$ cat config.mk
export PLATFORM = sky130hd
export DESIGN_NAME = ps_detector
export DESIGN_NICKNAME = d
export VERILOG_FILES = /design/src/rtl/ps_detector.sv
export SDC_FILE = /design/constraint.sdc
export NUM_CORES = 1
export LEC_CHECK = 0
export BUFFER_PORTS_ARGS = -buffer_cell sky130_fd_sc_hd__buf_4
export CAP_MARGIN = 20
export CORE_MARGIN = 3
export CORE_UTILIZATION = 53
export CTS_CLUSTER_DIAMETER = 80
export DETAILED_ROUTE_END_ITERATION = 7
export PLACE_DENSITY_LB_ADDON = 0.2
export SLEW_MARGIN = 10
export SYNTH_ARGS = -nofsm -noshare
export SYNTH_HDL_FRONTEND = slang
export SYNTH_SLANG_ARGS = --single-unit
$ cat constraint.sdc
create_clock -name clk -period 3.64 [get_ports clk]
set_clock_uncertainty 0.2 [all_clocks]
set_input_delay 0.728 -clock clk [delete_from_list [all_inputs] [get_ports clk]]
set_output_delay 0.728 -clock clk [all_outputs]
set_load 0.005 [all_outputs]
$ cat src/rtl/ps_detector.sv
`default_nettype none
// +--------------------------------------------------------------------------+
// | Module  : ps_detector                                                    |
// | Brief   : Threshold/persistence detector with peak capture and holdoff;  |
// |           optional hysteresis exit selected by macro PS_DET_HYST_EN.     |
// | Revision: 1.0                                                            |
// +--------------------------------------------------------------------------+
module ps_detector #(
  parameter int input_width = 40,
  parameter int cnt_width   = 8,
  parameter int trig_count  = 3,
  parameter int holdoff     = 16
) (
  input  logic                          clk,
  input  logic                          rst,
  input  logic                          en,
  input  logic signed [input_width-1:0] din,
  input  logic                          din_valid,
  input  logic signed [input_width-1:0] thr_hi,
  input  logic signed [input_width-1:0] thr_lo,
  output logic                          detect,
  output logic                          detect_pulse,
  output logic signed [input_width-1:0] peak,
  output logic        [cnt_width-1:0]   event_cnt
);

  localparam logic [1:0] C_IDLE    = 2'd0;
  localparam logic [1:0] C_COUNT   = 2'd1;
  localparam logic [1:0] C_DETECT  = 2'd2;
  localparam logic [1:0] C_HOLDOFF = 2'd3;

  localparam logic [cnt_width-1:0] C_ONE  = cnt_width'(1);
  localparam logic [cnt_width-1:0] C_TRIG = cnt_width'(trig_count);
  localparam logic [cnt_width-1:0] C_HOLD = cnt_width'(holdoff);

  logic [1:0]                   state_q, state_d;
  logic [cnt_width-1:0]         run_q, run_d;
  logic [cnt_width-1:0]         hcnt_q, hcnt_d;
  logic                         detect_q, detect_d;
  logic                         pulse_q, pulse_d;
  logic signed [input_width-1:0] peak_q, peak_d;
  logic [cnt_width-1:0]         cnt_q, cnt_d;

  logic w_accept;
  logic w_above;
  logic w_exit;
  logic w_enter;

  assign w_accept = din_valid && !en;
  assign w_above  = din > thr_hi;

`ifdef PS_DET_HYST_EN
  assign w_exit = din < thr_lo;
`else
  logic unused_thr_lo;
  assign unused_thr_lo = ^thr_lo;
  assign w_exit        = !w_above;
`endif

  always_ff @(posedge clk) begin
    if (rst) begin
      state_q  <= C_IDLE;
      run_q    <= '0;
      hcnt_q   <= '0;
      detect_q <= 1'b0;
      pulse_q  <= 1'b0;
      peak_q   <= '0;
      cnt_q    <= '0;
    end else begin
      state_q  <= state_d;
      run_q    <= run_d;
      hcnt_q   <= hcnt_d;
      detect_q <= detect_d;
      pulse_q  <= pulse_d;
      peak_q   <= peak_d;
      cnt_q    <= cnt_d;
    end
  end

  always_comb begin
    state_d = state_q;
    run_d   = run_q;
    hcnt_d  = hcnt_q;
    if (w_accept) begin
      case (state_q)
        C_IDLE: begin
          if (w_above) begin
            if (trig_count == 1) begin
              state_d = C_DETECT;
            end else begin
              state_d = C_COUNT;
              run_d   = C_ONE;
            end
          end
        end
        C_COUNT: begin
          if (w_above) begin
            if (run_q + C_ONE == C_TRIG) begin
              state_d = C_DETECT;
              run_d   = '0;
            end else begin
              run_d = run_q + C_ONE;
            end
          end else begin
            state_d = C_IDLE;
            run_d   = '0;
          end
        end
        C_DETECT: begin
          if (w_exit) begin
            if (holdoff == 0) begin
              state_d = C_IDLE;
            end else begin
              state_d = C_HOLDOFF;
              hcnt_d  = C_HOLD;
            end
          end
        end
        default: begin
          // Guard against hcnt already at zero so it can never wrap.
          hcnt_d = (hcnt_q == '0) ? '0 : hcnt_q - C_ONE;
          if (hcnt_q <= C_ONE) state_d = C_IDLE;
        end
      endcase
    end
  end

  assign w_enter = w_accept && (state_d == C_DETECT) && (state_q != C_DETECT);

  always_comb begin
    detect_d = (state_d == C_DETECT);
    pulse_d  = w_enter;
    peak_d   = peak_q;
    cnt_d    = cnt_q;
    if (w_enter) begin
      peak_d = din;
      if (cnt_q != '1) cnt_d = cnt_q + C_ONE;
    end else if (w_accept && (state_q == C_DETECT) && (state_d == C_DETECT) && (din > peak_q)) begin
      peak_d = din;
    end
  end

  assign detect       = detect_q;
  assign detect_pulse = pulse_q;
  assign peak         = peak_q;
  assign event_cnt    = cnt_q;

endmodule
`default_nettype wire

==> out/results.txt <==
fin crit period = 3.271 ns
Synth Register Bits = 68
Post-synth EDFFs = 0
total CTS buffers = 9
most frequent cell after synthesis = inv_1
Worst Max-Slew Pin Slew = 0.5034 ns
Post-Syn Area = 5599 um^2
syn avg cell area = 8.270 um^2
Pwr per Cell Area = 272.9 nW/um^2
final worst-path cycle share = 89.87%
global-route wire length before repair = 22,940 um
DRT Pass-1 Iters = 5
synth unique cells = 63
ranking of synthesized cells by area = dfxtp_1, ha_1, nand2b_1
Yosys warning total = 0
core area = 10000 um^2
Setup CP Type = register to register
clock sinks = 68
Max IR drop VDD = 200.5 uV
aggregate global routing overflow = 0
Final Max Tran Viols = 0
DRC Markers = 0
switch share = 27.02%
die area = 11,830 um^2
CP top delay family = simple AND/OR/NAND/NOR gates
Total Routed Length = 13,890 um
CTS clk-pin slew, worst paths = 0.08 ns
WL per Instance = 14.64 um
slew margin rel. = 66.13%
Clock power frac = 40.3%
Net Sw Power = 0.5138 mW
Async S/R FF share, synth = 0%
Flop pwr share = 40.0%
# setup viols final = 0
CP cell instances = ha_1, nand3_1, or4_1, a21oi_2, o211a_1, nor4_1, nor4b_4, buf_4, mux2i_1
n_diodes = 0
ys flop type = dfxtp_1
Post CTS Setup Buffer Count = 0
number of global-route vias before repair = 4,992
Nets = 1,021
Root Buffer = clkbuf_8
unrepaired setup endpoints after global routing = no
Starting Density = 55.99%
Area Overhead vs Synth = 24.45%
clk_lat worst skew = 0.36 ns
gr usage total = 24.27%
Max Freq = 305.7 MHz
post-route setup slack = 0.3686 ns
IO Port Bufs = 133
pre-CTS WS = 0.03373 ns
CTS resizes = 0
Crit path largest cell delay = 0.52 ns
Yosys top cell area share = 24.31%
initial antenna violation count = 0
hold_buf cts = 0
share of cells above drive strength 1 = 21.45%
Final Hold Fails = 0
Synthesized Nets = 886
Hold Crit Class = register to register
CP bufs+invs = 1
Internal = 1.388 mW
largest net degree at the start of global routing = 61
Chip Width = 108.8 um
dpl hpwl = 11,080 um
std cell rows = 36
Clock Tree Buf Depth = 2
max-cap violations = 0
DRT antenna net count = 0
initial DRC count = 291
Die H = 108.8 um
CP arrival = 3.35 ns
Vias = 5,211
Synth area leader = dfxtp_1
vias per std cell = 5.491
cells after synthesis = 677
CP max-delay cell = or4_1
Comb pwr share = 19.7%
final weighted congestion in routability-driven placement = 0.8829
Pleak = 3.022 nW
I/O pin cnt = 174
setup TNS = 0 ns
post-synthesis sequential area ratio = 24.31%
Worst setup EP type = register
outcome = complete, no violations
crit path launch type = register
endpoint required time on the critical path = 3.72 ns
Pwr Total = 1.901 mW
commonest cells in the synthesized netlist = inv_1, ha_1, nand2b_1, dfxtp_1, a21oi_1
worst-path fanout max = 11
H-Tree Depth = 3
CTS tree = done
[final timing paths]
path              cells after the start         to      start  slack [ns]
setup / recovery                      9   peak[13]   run_q[0]        0.37
setup reg to reg                      9   peak[13]   run_q[0]        0.37
hold reg to reg                       2  hcnt_q[1]  hcnt_q[1]        0.29
hold / removal                        2  hcnt_q[1]  hcnt_q[1]        0.29
[worst register-to-register path, stage by stage, from the launching register on]
cell	delay, ns
dfxtp_1	0.51
ha_1	0.29
nand3_1	0.19
or4_1	0.52
a21oi_2	0.23
o211a_1	0.25
nor4_1	0.11
nor4b_4	0.36
buf_4	0.30
mux2i_1	0.23
[stage by stage]
step	cells	area (um^2)	util, %	hold WS (ns)
4_1_cts	949	6968	69.68	0.2878
2_1_floorplan	677	5599	-	0.2409
6_report	949	6968	69.68	0.2886
3_3_place_gp	934	6730	67.30	0.2555
3_5_place_dp	934	6730	67.30	0.2758
5_1_grt	949	6968	69.68	0.3007
[routing by layer]
layer / routed length [um] / vias to the layer above / GRT usage [%]
li1: - / 2624 / -
met3: 990 / 22 / 6.513
met2: 6531 / 146 / 41.22
met1: 6114 / 2419 / 30.07
met5: 0 / - / 0
met4: 255 / 0 / 7.214
[registers in the layout (all words and copies together) (netlist names)]
name and cells:
peak 40, event_cnt 8, hcnt_q 8, run_q 8
state_q 2, detect 1, detect_pulse 1
[cells by family after synthesis]
family / Yosys count / synth area share [%]
xor+xnor: 3 / 0.4694
compound gates: 123 / 14.82
fa+ha+maj: 85 / 18.99
mux: 41 / 7.330
simple gates: 244 / 25.68
buf+inv: 113 / 8.402
flops: 68 / 24.31
[power groups by stage]
stage                     clock, mW  combinational, mW  sequential [mW]
after floorplan                   0              0.226            0.774
after global routing          0.818              0.422            0.762
after global placement            0              0.359            0.777
after detailed placement          0              0.373            0.778
final                         0.766              0.375            0.760
after CTS                     0.777              0.376            0.760
[final cells by class]
type                            instances  area [um^2]
Multi-Input combinational cell        496         3767
Fill cell                             810         3032
Sequential cell                        68         1361
Timing Repair Buffer                  142         1079
Inverter                               95        356.6
Tap cell                              133        166.4
Clock buffer                            9        123.9
Clock inverter                          6        113.9
[cell usage in the layout (no fill, tap or decap), types with 4 or more instances in the layout]
master / instances
ha_1: 85
clkbuf_8: 9
a211oi_1: 5
and2_1: 4
nor4_1: 6
nor3_1: 21
mux2i_1: 41
o21ai_0: 26
nand4_1: 18
and4_1: 4
nor2_1: 33
a21oi_1: 45
nand3_1: 18
dfxtp_1: 68
buf_4: 141
nand2_1: 31
inv_1: 95
a21o_1: 9
nand2b_1: 85
o21a_1: 6
(Power assumes the default switching activity.)
